`config.mk`:
```
export PLATFORM = sky130hd
export DESIGN_NAME = modinv
export DESIGN_NICKNAME = d
export VERILOG_FILES = /design/src/rtl/modinv.sv
export SDC_FILE = /design/constraint.sdc
export NUM_CORES = 1
export LEC_CHECK = 0
export ABC_AREA = 1
export BUFFER_PORTS_ARGS = -buffer_cell sky130_fd_sc_hd__buf_2
export CORE_ASPECT_RATIO = 0.75
export CORE_MARGIN = 2
export CORE_UTILIZATION = 57
export DETAILED_ROUTE_END_ITERATION = 10
export PLACE_DENSITY = 0.73
export RECOVER_POWER = 25
export SETUP_SLACK_MARGIN = 0.1
export SLEW_MARGIN = 20
export SYNTH_ARGS = -nofsm -noshare
export SYNTH_HDL_FRONTEND = slang
export SYNTH_SLANG_ARGS = --single-unit
```
`constraint.sdc`:
```
create_clock -name clk -period 9.85 [get_ports clk]
set_input_delay 0.4925 -clock clk [delete_from_list [all_inputs] [get_ports clk]]
set_output_delay 0.4925 -clock clk [all_outputs]
set_load 0.02 [all_outputs]
```
`src/rtl/modinv.sv`:
```
// Modular inverse modulo q = 3329 by square-and-multiply exponentiation to q-2.
// Optional macro MODINV_EARLY_ZERO_EN: a zero operand skips straight to the completion pulse.
module modinv (
  input  logic        clk,
  input  logic        rst,
  input  logic        start,
  input  logic [11:0] A,
  output logic        busy,
  output logic        done,
  output logic [11:0] R,
  output logic        err
);

  localparam logic [11:0] Q12       = 12'd3329;
  localparam logic [12:0] Q13       = 13'd3329;
  localparam logic [11:0] EXPONENT  = 12'hCFF;
  localparam logic [36:0] BARRETT_M = 37'd5039;

  typedef enum logic [1:0] {IDLE, SQR, MUL, DONE} state_t;

  state_t      state_q;
  logic [11:0] acc_q;
  logic [11:0] base_q;
  logic [23:0] prod_q;
  logic [3:0]  bitIdx_q;
  logic        phase_q;
  logic        busy_q;
  logic        done_q;
  logic [11:0] R_q;
  logic        err_q;

  logic [11:0] aRed;
  logic [11:0] opB;
  logic [23:0] prodFull;
  logic [12:0] qHat;
  logic [12:0] qTimes;
  logic [12:0] rem;
  logic [11:0] reduced;

  // Barrett reduction of the registered product: the quotient estimate is at most
  // one short, so the remainder is below 2q and one conditional subtract finishes it.
  always_comb begin
    aRed     = (A >= Q12) ? (A - Q12) : A;
    opB      = 12'd1;
    if (state_q == SQR) begin
      opB = acc_q;
    end else if (EXPONENT[bitIdx_q]) begin
      opB = base_q;
    end
    prodFull = 24'(acc_q) * 24'(opB);
    qHat     = 13'((37'(prod_q) * BARRETT_M) >> 24);
    qTimes   = qHat * Q13;
    rem      = prod_q[12:0] - qTimes;
    reduced  = (rem >= Q13) ? 12'(rem - Q13) : rem[11:0];
  end

  // Each multiply spends phase 0 registering the product and phase 1 writing acc;
  // the done pulse is registered one cycle after DONE, so IDLE also refuses start
  // while that pulse is on the output.
  always_ff @(posedge clk) begin
    if (rst) begin
      state_q  <= IDLE;
      acc_q    <= '0;
      base_q   <= '0;
      prod_q   <= '0;
      bitIdx_q <= '0;
      phase_q  <= 1'b0;
      busy_q   <= 1'b0;
      done_q   <= 1'b0;
      R_q      <= '0;
      err_q    <= 1'b0;
    end else begin
      done_q <= 1'b0;
      case (state_q)
        IDLE: begin
          if (start && !done_q) begin
            base_q   <= aRed;
            acc_q    <= 12'd1;
            bitIdx_q <= 4'd11;
            phase_q  <= 1'b0;
`ifdef MODINV_EARLY_ZERO_EN
            if (aRed == 12'd0) begin
              state_q <= DONE;
            end else begin
              state_q <= SQR;
              busy_q  <= 1'b1;
            end
`else
            state_q <= SQR;
            busy_q  <= 1'b1;
`endif
          end
        end
        SQR, MUL: begin
          if (!phase_q) begin
            prod_q  <= prodFull;
            phase_q <= 1'b1;
          end else begin
            acc_q   <= reduced;
            phase_q <= 1'b0;
            if (state_q == SQR) begin
              state_q <= MUL;
            end else if (bitIdx_q == 4'd0) begin
              state_q <= DONE;
              busy_q  <= 1'b0;
            end else begin
              bitIdx_q <= bitIdx_q - 4'd1;
              state_q  <= SQR;
            end
          end
        end
        DONE: begin
          done_q  <= 1'b1;
          R_q     <= (base_q == 12'd0) ? 12'd0 : acc_q;
          err_q   <= (base_q == 12'd0);
          state_q <= IDLE;
        end
        default: state_q <= IDLE;
      endcase
    end
  end

  assign busy = busy_q;
  assign done = done_q;
  assign R    = R_q;
  assign err  = err_q;

endmodule
```
==> run_results.csv <==
group,metric,value,unit
worst_hold_path,hold_path_class,"in2reg",
die,placementRows,50,
placement,place_inst,2193,
clock_tree,clk_path_buf_depth,2,
clock_tree,cts.sinks,71,
logic_synthesis,synth.avg_cell_area,7.96,sq um
worst_hold_path,hp-start,"A[11]",
critical_path,crit_path_end_kind,"flop",
critical_path,rr_startpoint,"prod_q[22]",
timing,slew_violations,0,
critical_path,critical_path_class,"reg2reg",
placement,portBuffers,29,
logic_synthesis,yosysTopAreaCell,"fa_1",
critical_path,crit_required,10.09,ns
drt,wirelength,36500,microns
logic_synthesis,synth_seq_cells,71,
critical_path,slowest_delay,0.60,ns
die,die_y,143,microns
critical_path,crit_fanout,13,
grt,first_global_vias,12000,
logic_synthesis,async_reset_ff_frac,0,
grt,antenna_found_initial,0,
die,die_w,190,microns
final_layout,drive_above_1_share,0.0337,
timing,slew_headroom,0.279,
drt,drc,0,
logic_synthesis,synthTopCellsByArea,"fa_1 (32%), ha_1 (19%), inv_1 (12%), dfxtp_1 (9.6%), nand2_1 (8.2%)",
outcome,status,"complete, no violations",
critical_path,cp.arrival,9.29,ns
logic_synthesis,synth_most_common_cell,"inv_1",
timing,max_slew.worst_pin.slew,1.08,ns
grt,grt_pass1_wl,61500,microns
logic_synthesis,synth_seq_area_share,0.0965,
clock_tree,cts_inserted_buffers,9,
logic_synthesis,synthCells,1852,
timing,setup_tns,0,ns
die,core-area,0.0251,sq mm
timing,fmax,0.111,GHz
critical_path,start_kind,"flop",
timing,setup_violations,0,
timing,grt_setup_unrepaired,"false",
logic_synthesis,synth_cell_type_count,47,
die,ioPinCount,30,
final_layout,fillerInstances,2286,
die,dieArea,0.0272,sq mm
clock_tree,clk_pin_slew_worst_paths,0.07,ns
final_layout,area_delta_synth_final,5.27,%
clock_tree,clock_latency,0.35,ns
clock_tree,cts_root_buf,"clkbuf_16",
logic_synthesis,synth_edf_count,0,
final_layout,nets,2341,
placement,dpl.hpwl,31200,microns
logic_synthesis,yosysTopAreaCellShare,0.315,
logic_synthesis,synth_fp_nets,2326,
flow_run,drv_cap,0,
timing,finClkSkew,0.00963,ns
final_layout,n_antenna_cell,0,
drt,drtPass1Iterations,8,
drt,viasPerCell,5.45,
drt,ant_nets,0,
grt,overflow,0,
clock_tree,htreeDepth,3,
clock_tree,cts_tree,"yes",
grt,track_usage,0.288,
clock_tree,cts_setup_buffers,0,
timing,finalCriticalPeriod,9.05,ns
critical_path,worst_path_most_repeated_cell,"nand2_1",
grt,grt_max_degree,40,
logic_synthesis,ys.flop_type,"dfxtp_1",
logic_synthesis,yosysWarningCount,0,
drt,first_iter_violations,1054,
timing,fin_crit_sh,0.919,
critical_path,crit_start,"prod_q[22]",
placement,gp_congestion,0.976,
logic_synthesis,synth_area,0.0147,sq mm
drt,vias,12000,
timing,hold_violations,0,
logic_synthesis,synth_common_cells,"inv_1 (454), nand2_1 (323), fa_1 (232), ha_1 (227), nor2_1 (122)",
critical_path,slowest_stage,"dfxtp_1",
final_layout,fin_cells,2210,
drt,wire_per_inst,16.5,microns
die,start_util,0.586,
[logic make-up (layout without fill, tap and decap cells)]
family                   Yosys count  count (layout)  synth area share
AND/OR/NAND/NOR                  549             549             0.153
XOR/XNOR                          51              51            0.0318
buffers and inverters            498             518             0.128
flip-flops                        71              71            0.0965
adder cells (fa/ha/maj)          459             459             0.508
AO/OA/AOI/OAI                    224             224            0.0833
[registers in the layout, indices dropped and copies added (netlist names), named ones only]
name	flops
busy	1
done	1
bitIdx_q	4
err	1
state_q	2
acc_q	12
base_q	12
R	12
prod_q	24
phase_q	1
[layout by cell type, fill, tap and decap left out, types with 29 or more instances in the layout]
cell     Yosys  routed
o21ai_0     60      60
nor2_1     122     122
ha_1       227     227
inv_1      454     454
nand2_1    323     323
fa_1       232     232
a21oi_1    110     110
nand3_1     58      58
dfxtp_1     71      68
xor2_1      29      29
[final cells by class]
| class | instances | area [sq um] | area share |
|---|---|---|---|
| clock buffer | 10 | 229 | 0.0148 |
| clock inverter | 6 | 67.6 | 0.00436 |
| inverter | 463 | 1740 | 0.112 |
| multi-input combinational | 1283 | 11400 | 0.737 |
| sequential | 71 | 1430 | 0.0919 |
| tap | 338 | 423 | 0.0273 |
| timing repair buffer | 39 | 196 | 0.0127 |
[worst max-delay path: cells and delay by family (launching register included)]
kind	cells	cell delay (ns)
adder cells (fa/ha/maj)	11	4.66
AND/OR/NAND/NOR	21	2.77
flip-flops	1	0.60
AO/OA/AOI/OAI	3	0.52
buffers and inverters	4	0.21
XOR/XNOR	1	0.17
[routing by layer]
metal	part of all wire	up-vias	wire length, microns	track usage
met5	0	-	0	0
met1	0.47	5816	17300	0.438
met4	0.0077	0	281	0.0359
met2	0.42	474	15400	0.426
met3	0.099	32	3610	0.0691
li1	-	5714	-	-
[per-stage QoR]
step / instance area [sq um] / utilization / hold slack [ns] / worst slack (ns)
2_1_floorplan: 14700 / - / 0.430 / 1.83
3_3_place_gp: 15200 / 0.606 / 0.440 / 1.04
3_5_place_dp: 15200 / 0.606 / 0.446 / 0.783
4_1_cts: 15500 / 0.617 / 0.437 / 0.766
5_1_grt: 15500 / 0.617 / 0.452 / 0.110
6_report: 15500 / 0.617 / 0.428 / 0.800
[path summary, 6_finish.rpt]
path                end  slack, ns  cells after the start
max           acc_q[10]       0.80                     40
min          base_q[11]       0.43                      3
max reg2reg   acc_q[10]       0.80                     40
min reg2reg     phase_q       0.46                      2
[what timing repair did]
item / CTS / global route
setup endpoints to repair: 0 / 2
gates resized for setup: 0 / 3
hold buffers: 0 / 0
Power is left out: the tool's default activity adds up to more than one toggle a clock period on the data nets, which glitch-free logic cannot reach.
